File: src/rtl/cdb_arbiter.sv
// cdb_arbiter: shares the CDB between ALU and LSB results through per-source FIFOs
// with a round-robin single-grant-per-cycle arbiter and registered broadcast outputs.
module cdb_arbiter #(
    parameter int ROB_WIDTH  = 4,
    parameter int FIFO_WIDTH = 2,
    parameter int FIFO_DEPTH = 4
) (
    input  logic                 clk_in,
    input  logic                 rst_in,
    input  logic                 rdy_in,
    input  logic                 clear_in,
    input  logic                 alu_valid,
    input  logic [ROB_WIDTH-1:0] alu_tag,
    input  logic [31:0]          alu_data,
    output logic                 alu_full,
    input  logic                 lsb_valid,
    input  logic [ROB_WIDTH-1:0] lsb_tag,
    input  logic [31:0]          lsb_data,
    output logic                 lsb_full,
    output logic                 cdb_valid,
    output logic                 cdb_src,
    output logic [ROB_WIDTH-1:0] cdb_tag,
    output logic [31:0]          cdb_data
);
    logic [ROB_WIDTH-1:0]  r_alu_tag_q  [FIFO_DEPTH];
    logic [31:0]           r_alu_data_q [FIFO_DEPTH];
    logic [ROB_WIDTH-1:0]  r_lsb_tag_q  [FIFO_DEPTH];
    logic [31:0]           r_lsb_data_q [FIFO_DEPTH];
    logic [FIFO_WIDTH-1:0] r_alu_head, r_alu_tail, r_lsb_head, r_lsb_tail;
    logic [FIFO_WIDTH:0]   r_alu_cnt, r_lsb_cnt;
    logic                  r_rr;

    logic                  w_alu_ne, w_lsb_ne, w_grant, w_sel;
    logic                  w_alu_pop, w_lsb_pop, w_alu_push, w_lsb_push;
    logic [FIFO_WIDTH:0]   w_alu_cnt_nxt, w_lsb_cnt_nxt;

    // Arbitration looks only at entries present before this edge's push.
    always_comb begin
        w_alu_ne      = r_alu_cnt != '0;
        w_lsb_ne      = r_lsb_cnt != '0;
        w_grant       = w_alu_ne | w_lsb_ne;
        w_sel         = (w_alu_ne & w_lsb_ne) ? r_rr : w_lsb_ne;
        w_alu_pop     = w_grant & ~w_sel;
        w_lsb_pop     = w_grant & w_sel;
        w_alu_push    = alu_valid & ~alu_full;
        w_lsb_push    = lsb_valid & ~lsb_full;
        w_alu_cnt_nxt = r_alu_cnt + (FIFO_WIDTH+1)'(w_alu_push) - (FIFO_WIDTH+1)'(w_alu_pop);
        w_lsb_cnt_nxt = r_lsb_cnt + (FIFO_WIDTH+1)'(w_lsb_push) - (FIFO_WIDTH+1)'(w_lsb_pop);
    end

    always_ff @(posedge clk_in) begin
        if (rst_in || (rdy_in && clear_in)) begin
            r_alu_head <= '0;
            r_alu_tail <= '0;
            r_alu_cnt  <= '0;
            r_lsb_head <= '0;
            r_lsb_tail <= '0;
            r_lsb_cnt  <= '0;
            r_rr       <= 1'b0;
            alu_full   <= 1'b0;
            lsb_full   <= 1'b0;
            cdb_valid  <= 1'b0;
            cdb_src    <= 1'b0;
            cdb_tag    <= '0;
            cdb_data   <= '0;
        end else if (rdy_in) begin
            if (w_alu_push) begin
                r_alu_tag_q[r_alu_tail]  <= alu_tag;
                r_alu_data_q[r_alu_tail] <= alu_data;
                r_alu_tail               <= r_alu_tail + 1'b1;
            end
            if (w_lsb_push) begin
                r_lsb_tag_q[r_lsb_tail]  <= lsb_tag;
                r_lsb_data_q[r_lsb_tail] <= lsb_data;
                r_lsb_tail               <= r_lsb_tail + 1'b1;
            end
            if (w_alu_pop) r_alu_head <= r_alu_head + 1'b1;
            if (w_lsb_pop) r_lsb_head <= r_lsb_head + 1'b1;
            r_alu_cnt <= w_alu_cnt_nxt;
            r_lsb_cnt <= w_lsb_cnt_nxt;
            alu_full  <= w_alu_cnt_nxt == (FIFO_WIDTH+1)'(FIFO_DEPTH);
            lsb_full  <= w_lsb_cnt_nxt == (FIFO_WIDTH+1)'(FIFO_DEPTH);
            cdb_valid <= w_grant;
            if (w_grant) begin
                r_rr     <= ~w_sel;
                cdb_src  <= w_sel;
                cdb_tag  <= w_sel ? r_lsb_tag_q[r_lsb_head]  : r_alu_tag_q[r_alu_head];
                cdb_data <= w_sel ? r_lsb_data_q[r_lsb_head] : r_alu_data_q[r_alu_head];
            end
        end
    end
endmodule

File: config.mk
export PLATFORM = sky130hd
export DESIGN_NAME = cdb_arbiter
export DESIGN_NICKNAME = d
export VERILOG_FILES = /design/src/rtl/cdb_arbiter.sv
export SDC_FILE = /design/constraint.sdc
export NUM_CORES = 1
export LEC_CHECK = 0
export ABC_AREA = 0
export BUFFER_PORTS_ARGS = -buffer_cell sky130_fd_sc_hd__buf_2
export CAP_MARGIN = 25
export CORE_ASPECT_RATIO = 0.75
export CORE_MARGIN = 2
export CORE_UTILIZATION = 60
export CTS_BUF_LIST = sky130_fd_sc_hd__clkbuf_8 sky130_fd_sc_hd__clkbuf_16
export CTS_CLUSTER_DIAMETER = 150
export DETAILED_ROUTE_END_ITERATION = 8
export PLACE_DENSITY = 0.8
export SYNTH_ARGS = -nofsm -noshare
export SYNTH_HDL_FRONTEND = slang
export SYNTH_SLANG_ARGS = --single-unit
File: constraint.sdc
create_clock -name clk_in -period 6.2 [get_ports clk_in]
set_clock_uncertainty 0.1 [all_clocks]
set_input_delay 0.62 -clock clk_in [delete_from_list [all_inputs] [get_ports clk_in]]
set_output_delay 0.62 -clock clk_in [all_outputs]
set_load 0.01 [all_outputs]
== Yosys cells after proc, flatten, opt, wreduce, memory -nomap -nowiden ==
Memories as Yosys holds them, arrays and structs flattened. A register that Yosys moved wholly into a read port is not among the register bits.
Index checks and enable logic that the tools add are counted.

* Bits in registers: 55
* Bits in writable memories: 288
* Output and inout port bits: 40
* Memories: 4

{| class="wikitable"
|+ Memory list
! memory !! depth !! bits a word !! read ports !! clocked after memory_dff !! write ports !! line !! source
|-
| r_alu_data_q || 4 || 32 || 1 || 1 || 1 || 26 || <nowiki>logic [31:0] r_alu_data_q [FIFO_DEPTH];</nowiki>
|-
| r_lsb_data_q || 4 || 32 || 1 || 1 || 1 || 28 || <nowiki>logic [31:0] r_lsb_data_q [FIFO_DEPTH];</nowiki>
|-
| r_alu_tag_q || 4 || 4 || 1 || 1 || 1 || 25 || <nowiki>logic [ROB_WIDTH-1:0] r_alu_tag_q [FIFO_DEPTH];</nowiki>
|-
| r_lsb_tag_q || 4 || 4 || 1 || 1 || 1 || 27 || <nowiki>logic [ROB_WIDTH-1:0] r_lsb_tag_q [FIFO_DEPTH];</nowiki>
|}

* Add/sub/neg operators: 8
* Equality and inequality tests: 2
* Mux-type cells: 19
* Bitwise logic cells: 9
* Reductions and logical operators: 9

{| class="wikitable"
|+ Operators with widths
! operator !! number
|-
| two-way mux 32 bit || 1
|-
| two-way mux 2 bit || 8
|-
| AND reduction 2 bit || 5
|-
| two-way mux 1 bit || 9
|-
| adder 2 x 1 -> 2 bit (second input constant) || 4
|-
| adder 3 x 1 -> 3 bit || 2
|-
| equality test 3 bit (second input constant) || 2
|-
| nonzero test 3 bit || 2
|-
| subtractor 3 x 1 -> 3 bit || 2
|-
| bitwise AND 1 bit || 5
|-
| two-way mux 4 bit || 1
|-
| NOT 1 bit || 3
|-
| logical AND 1 bit || 1
|-
| logical OR 1 bit || 1
|-
| bitwise OR 1 bit || 1
|}

== Longest topological paths before layout ==
Gate-level depths: netlist of run 1.

* Depth after elaboration: 8
* Mapped depth: 11
* Gate-level depth less buffers: 11

== Worst setup path after synthesis of run 1 ==
No wires, ideal clock.

* Path kind: input-to-reg
* From: input port rdy_in
* To: memory r_alu_data_q[0][0], enable pin
* Library setup time: 397 ps
* Arrival time: 2332 ps
* Required time: 5703 ps
* Setup slack: 3372 ps
* Stages on the path: 5
* Cells stage by stage: buf_2 inv_1 or2_2 nor2_1 and2_1

* Longest elaborated chain between the ends: 4
* Elaborated cells on any way between the ends: 5
* Classes of those cells: 3 x mux; 2 x reduce/logical

{| class="wikitable"
|+ RTL lines
! item !! line !! source
|-
| start, declared || 10 || <nowiki>input logic rdy_in,</nowiki>
|-
| logical AND 1 bit || 52 || <nowiki>if (rst_in || (rdy_in && clear_in)) begin</nowiki>
|-
| logical OR 1 bit || 52 ||
|-
| two-way mux 1 bit * || 52 ||
|-
| two-way mux 1 bit (implied by the code) * || 69 || <nowiki>r_alu_data_q[r_alu_tail] <= alu_data;</nowiki>
|-
| end, declared || 26 ||
|}

Every way passes the cells marked *; elsewhere a longest branch is shown, timed or not.

== Final worst setup path of run 1 ==
* From: register r_alu_cnt[2]
* To: register lsb_full

* Longest elaborated chain between the ends: 6
* Elaborated cells on any way between the ends: 7
* Classes of those cells: 1 x add/sub; 1 x eq/ne; 1 x mux; 3 x bitwise; 1 x reduce/logical

{| class="wikitable"
|+ RTL lines
! item !! line !! source
|-
| start, declared || 30 || <nowiki>logic [FIFO_WIDTH:0] r_alu_cnt, r_lsb_cnt;</nowiki>
|-
| start signal, assigned || 79 || <nowiki>r_alu_cnt <= w_alu_cnt_nxt;</nowiki>
|-
| nonzero test 3 bit * || 39 || <nowiki>w_alu_ne = r_alu_cnt != '0;</nowiki>
|-
| bitwise AND 1 bit || 42 || <nowiki>w_sel = (w_alu_ne & w_lsb_ne) ? r_rr : w_lsb_ne;</nowiki>
|-
| two-way mux 1 bit || 42 ||
|-
| bitwise AND 1 bit * || 44 || <nowiki>w_lsb_pop = w_grant & w_sel;</nowiki>
|-
| subtractor 3 x 1 -> 3 bit * || 48 || <nowiki>w_lsb_cnt_nxt = r_lsb_cnt + (FIFO_WIDTH+1)'(w_lsb_push) - (FIFO_WIDTH+1)'(w_lsb_pop);</nowiki>
|-
| equality test 3 bit * || 82 || <nowiki>lsb_full <= w_lsb_cnt_nxt == (FIFO_WIDTH+1)'(FIFO_DEPTH);</nowiki>
|-
| end signal, assigned || 82 ||
|-
| end, declared || 19 || <nowiki>output logic lsb_full,</nowiki>
|}

Marks and branches as above.
A chain may end at the register's enable or synchronous reset.

==> results.ini, run 1 <==
[drt]
ant_nets = 0
drc = 0
drtIter0Drc = 629
vias_per_cell = 6.05
wire_per_inst_um = 23.9
num_vias = 6669
wl_met2_mm = 12.9
drt-met1-wl_mm = 11.3
wirelength_mm = 26.4
dr_wl_met3_mm = 1.73
firstDrtPassIters = 5
top_layer_used = met4

[global_route]
antenna_found_initial = 1
grt_pass1_wl_mm = 39.9
track_usage_pct = 22.9
grt_max_degree = 60
grt-ovfl-total = 0
grt_pass1_vias = 6928

[synth]
synthTopCellsByArea = edfxtp_1 (66%), mux4_2 (12%), dfxtp_1 (9.0%)
synth_cells = 665
ys_warn_count = 0
synth_top_area_share_pct = 65.8
synthArstFlopShare_pct = 0
synth.net_count = 757
synth-seq-cells = 347
ys.flop_type = edfxtp_1
synth_area_sq_um = 13100
avgSynthCellArea_sq_um = 19.8
synth_edf_count = 288
synth_top_area_cell = edfxtp_1
synth.top_cells.by_count = edfxtp_1 (288), mux4_2 (72), dfxtp_1 (59)
yosysSeqAreaShare_pct = 74.8
yosysUniqueCellTypes = 37
synth_most_common_cell = edfxtp_1

[critical_path]
cp-end-kind = flop
crit_path_top_delay_cell = o21ai_0
path_max_fanout = 4
critPathTopFamily = adder cells
cp.required_ns = 6.58
critPathMaxStageDelay_ns = 0.48
arrival_ns = 3.37
critPathKind = flop to flop
start_kind = flop
path_buf_inv = 2
path_cells = nor3_1, o21ai_0, inv_1, ha_1, inv_1, ha_1, fa_1, xnor2_1, xnor2_1, nand3_1, a21oi_1

[final_layout]
fill_cells = 1271
instances_no_fill = 1102
drive_gt1_share_pct = 35.3
synthToLayoutAreaGrowth_pct = 14.2
utilization_pct = 70.4
fin_area_sq_um = 15000
fin_nets = 882
multi_input_area_sq_um = 3050
final-seq-area_sq_um = 9840

[place]
place.gp.congestion = 0.755
pre_cts_slack_ns = 3.13
placedCellCount = 1040
dpl.hpwl_mm = 15.7
io_buffers = 117
place_area_sq_um = 14000

[pwr]
cellPowerDensity_nw_per_um2 = 338
ir_drop_v = 0.000274
finalPower_mw = 5.07
cellLeakagePower_nw = 4.99

[sta]
slew_violations = 0
rsz0062_at_grt = no
setup_tns_ns = 0
whs_ns = 0.183
slew-limit-headroom_pct = 30.0
post-route-period-util_pct = 48.3
fmaxAchievable_mhz = 334
min_period_ns = 3.00
finalHoldViolations = 0
worst_slack_ns = 3.20
setup_viol = 0
worst_pin_slew_ns = 1.05

[die]
rows = 46
io_pins = 118
die_x_um = 175
die_area_sq_um = 23100
core_sq_um = 21300
fp.dieH_um = 132
initial_utilization_pct = 61.7

[hold_path]
worstHoldPathType = input port to flop

[clocking]
cts_root_buffer = clkbuf_16
cts_tree = built
post-cts-setup-buffer-count = 0
clk_pin_slew_worst_paths_ns = 0.07
clockBufferDepth = 3
numCtsBuffers = 31
cts_resized = 0
htreeDepth = 1
clk_latency_ns = 0.55
clkSinkCount = 347
holdBufCountCts = 0

[flow_run]
drv_cap = 0

[run_status]
status = finished, final reports clean

[final cells by class]
cell class	instances	area share [%]
multi-input combinational	269	20.3
sequential	347	65.6
inverter	14	0.350
antenna	1	0.0167
clock inverter	25	1.02
clock buffer	31	5.17
tap	288	2.40
timing repair buffer	127	5.14
[worst paths after layout]
kind | from | to | slack, ns | cells past startpoint
hold reg to reg | cdb_data[25] | cdb_data[25] | 0.35 | 2
hold / removal | alu_data[6] | r_alu_data_q[3][6] | 0.18 | 1
setup reg to reg | r_alu_cnt[2] | lsb_full | 3.20 | 11
setup / recovery | r_alu_cnt[2] | lsb_full | 3.20 | 11
[where the power goes]
| group | internal [mW] | switching (mW) | total [mW] |
|---|---|---|---|
| combinational | 0.288 | 0.359 | 0.647 |
| clock | 0.980 | 0.780 | 1.76 |
| sequential | 2.60 | 0.0622 | 2.66 |
| total | 3.87 | 1.20 | 5.07 |
[cells by family after synthesis]
group | after synthesis | share of synthesized area, %
fa+ha+maj | 14 | 1.45
simple gates | 79 | 2.72
xor+xnor | 10 | 0.667
flops | 347 | 74.8
mux | 81 | 13.1
compound gates | 85 | 5.17
buf+inv | 49 | 2.11
[layout by cell type, fill, tap and decap left out, types with 9 or more instances in the layout]
master | netlist | routed
clkinv_1 | 0 | 10
nor2_1 | 22 | 22
mux4_2 | 72 | 72
xnor2_1 | 9 | 9
ha_1 | 12 | 12
inv_1 | 14 | 24
a22oi_2 | 29 | 29
buf_2 | 8 | 117
clkbuf_16 | 0 | 31
nand2_1 | 37 | 37
edfxtp_1 | 288 | 288
dfxtp_1 | 59 | 55
a21oi_1 | 43 | 43
[routing by layer]
layer | track usage (%) | up-vias
li1 | - | 2892
met1 | 33.1 | 3448
met2 | 37.3 | 291
met3 | 3.66 | 38
met4 | 5.79 | 0
met5 | 0 | -
[flip-flops by register name (all words and copies together), names as in the netlist, 3 cells and up, named ones only]
register,count
r_lsb_tag_q,16
r_alu_tag_q,16
r_alu_data_q,128
cdb_data,32
cdb_tag,4
r_alu_cnt,3
r_lsb_cnt,3
r_lsb_data_q,128
Note: power is estimated with default switching activity, not from simulation.
==> run 2: changes to the inputs <==
CORE_UTILIZATION = 59   (was 60)
PLACE_DENSITY = 0.79   (was 0.8)
clock period = 2.85 ns   (was 6.2 ns; I/O delays follow)
==> run 2 against run 1 <==
Net effect:
- first-iteration DRC count grew 5.4%
- die area grew 1.6%
- total power grew 120%
- global-route usage grew 1.1 points
- critical endpoint unchanged
- largest cell class unchanged
==> results.ini, run 2 (same netlist as run 1, synthesis figures left out) <==
[die]
io_pins = 118  ; unchanged
die_x_um = 176  ; was 175 um
initial_utilization_pct = 59.9  ; was 61.7%
rows = 47  ; was 46
die_area_sq_um = 23500  ; was 23100 sq um
fp.dieH_um = 133  ; was 132 um
core_sq_um = 21900  ; was 21300 sq um

[sta]
post-route-period-util_pct = 95.9  ; was 48.3%
slew-limit-headroom_pct = 61.0  ; was 30.0%
worst_slack_ns = 0.116  ; was 3.20 ns
rsz0062_at_grt = no  ; unchanged
min_period_ns = 2.73  ; was 3.00 ns
setup_tns_ns = 0  ; unchanged
setup_viol = 0  ; unchanged
fmaxAchievable_mhz = 366  ; was 334 MHz
slew_violations = 0  ; unchanged
worst_pin_slew_ns = 0.586  ; was 1.05 ns
finalHoldViolations = 0  ; unchanged

[final_layout]
layout_common_cells = edfxtp_1 (288), buf_2 (117), mux4_2 (72), dlygate4sd3_1 (72), dfxtp_1 (55)  ; was edfxtp_1 (288), buf_2 (117), mux4_2 (72), dfxtp_1 (55), a21oi_1 (43)
final-seq-area_sq_um = 9840  ; unchanged
mostFrequentLayoutCell = edfxtp_1  ; unchanged
fill_cells = 1279  ; was 1271
multi_input_area_sq_um = 3060  ; was 3050 sq um
synthToLayoutAreaGrowth_pct = 20.5  ; was 14.2%
reg.largest.list = r_alu_data_q (128), r_lsb_data_q (128), cdb_data (32)  ; unchanged
fin_area_sq_um = 15800  ; was 15000 sq um
fin_nets = 971  ; was 882
drive_gt1_share_pct = 34.7  ; was 35.3%

[drt]
drtIter0Drc = 663  ; was 629
num_vias = 6974  ; was 6669
wirelength_mm = 27.7  ; was 26.4 mm
firstDrtPassIters = 5  ; unchanged
wire_per_inst_um = 23.1  ; was 23.9 um
ant_nets = 0  ; unchanged
drc = 0  ; unchanged
vias_per_cell = 5.82  ; was 6.05

[place]
dpl.hpwl_mm = 16.4  ; was 15.7 mm
io_buffers = 117  ; unchanged
pre_cts_slack_ns = 0.0418  ; was 3.13 ns
place.gp.congestion = 0.736  ; was 0.755
place_area_sq_um = 14200  ; was 14000 sq um

[clocking]
cts_root_buffer = clkbuf_16  ; unchanged
clkSinkCount = 347  ; unchanged
cts_tree = built  ; unchanged
htreeDepth = 1  ; unchanged
clk_latency_ns = 0.54  ; was 0.55 ns
clockBufferDepth = 3  ; unchanged
post-cts-setup-buffer-count = 0  ; unchanged
numCtsBuffers = 31  ; unchanged
clk_pin_slew_worst_paths_ns = 0.06  ; was 0.07 ns

[critical_path]
path_max_fanout = 4  ; unchanged
arrival_ns = 3.11  ; was 3.37 ns
critPathKind = flop to flop  ; unchanged
r2r_start = r_lsb_cnt[0]  ; was r_alu_cnt[2]
cp-startpoint = r_lsb_cnt[0]  ; was r_alu_cnt[2]
start_kind = flop  ; unchanged
cp-end-kind = flop  ; unchanged
cp.required_ns = 3.23  ; was 6.58 ns

[pwr]
p_switching_mw = 2.66  ; was 1.20 mW
seqPwrFrac_pct = 52.0  ; was 52.5%
cellPowerDensity_nw_per_um2 = 702  ; was 338 nW/um^2
cellLeakagePower_nw = 5.38  ; was 4.99 nW
power.internal_mw = 8.45  ; was 3.87 mW
p_clk_share_pct = 34.4  ; was 34.8%
ir_drop_v = 0.000575  ; was 0.000274 V
switching_share_pct = 23.9  ; was 23.7%
combinationalPowerShare_pct = 13.5  ; was 12.8%

[global_route]
track_usage_pct = 24.0  ; was 22.9%
grt_pass1_wl_mm = 42.0  ; was 39.9 mm
grt_pass1_vias = 7307  ; was 6928
grt_max_degree = 41  ; was 60
grt-ovfl-total = 0  ; unchanged
antenna_found_initial = 2  ; was 1

[flow_run]
drv_cap = 0  ; unchanged

[hold_path]
worstHoldPathType = input port to flop  ; unchanged
hp-start = rdy_in  ; was alu_data[6]

[run_status]
status = finished, final reports clean  ; unchanged

run 2: changes by cell type in the layout (fill, tap and decap cells not counted), sizes merged:
cell / before / now
inv: 24 / 22
diode: 1 / 2
buf: 127 / 144
clkinvlp: 1 / 0
clkbuf: 31 / 33
bufinv: 2 / 1
clkinv: 12 / 15
dlygate4sd3: 0 / 72
run 2: power by group through the flow:
stage,Combinational [mW],Sequential (mW),Clock [mW]
floorplan,0.971,5.86,0
global placement,1.33,5.87,0
detailed placement,1.40,5.88,0
CTS,1.49,5.78,3.88
global route,1.62,5.80,4.09
finish,1.50,5.78,3.82
run 2: final timing paths:
| check | slack, ns | cells past startpoint | endpoint |
|---|---|---|---|
| setup / recovery | 0.12 | 11 | lsb_full |
| hold / removal | 0.05 | 3 | cdb_valid |
| setup reg to reg | 0.12 | 11 | lsb_full |
| hold reg to reg | 0.35 | 2 | cdb_data[1] |
run 2: final cells by class:
cell class	count	share of cell area, %
sequential	347	62.2
multi-input combinational	269	19.3
timing repair buffer	216	9.93
clock buffer	33	5.08
tap	294	2.32
clock inverter	24	0.830
inverter	14	0.332
antenna	2	0.0316
run 2: worst max-delay path, cell delays in order (launching register included):
cell and delay (ns):
dfxtp_1 0.35, or3_4 0.44, o21ai_2 0.11, inv_1 0.08, ha_1 0.28, inv_1 0.04, ha_1 0.20, fa_1 0.41
xnor2_2 0.16, xnor2_1 0.22, nand3_1 0.11, a21oi_1 0.16
run 2: per-layer routing:
| layer | GRT usage [%] | routed length [um] | vias up |
|---|---|---|---|
| li1 | - | - | 3078 |
| met1 | 32.6 | 11100 | 3537 |
| met2 | 40.9 | 13900 | 320 |
| met3 | 4.79 | 2110 | 39 |
| met4 | 5.51 | 535 | 0 |
| met5 | 0 | 0 | - |
run 2: stage by stage:
| step | std cells | utilization, % | hold WS (ns) | power, mW |
|---|---|---|---|---|
| finish | 1199 | 72.2 | 0.0461 | 11.1 |
| CTS | 1197 | 72.1 | 0.0225 | 11.1 |
| global placement | 1068 | 64.5 | 0.335 | 7.20 |
| floorplan | 665 | - | 0.284 | 6.84 |
| global route | 1199 | 72.2 | 0.0490 | 11.5 |
| detailed placement | 1068 | 64.5 | 0.341 | 7.28 |
run 2: timing repair:
item / in CTS / in global routing
hold buffers: 72 / 0
hold endpoints to repair: 288 / 0
setup endpoints to repair: 0 / 2
gates resized for setup: 0 / 3
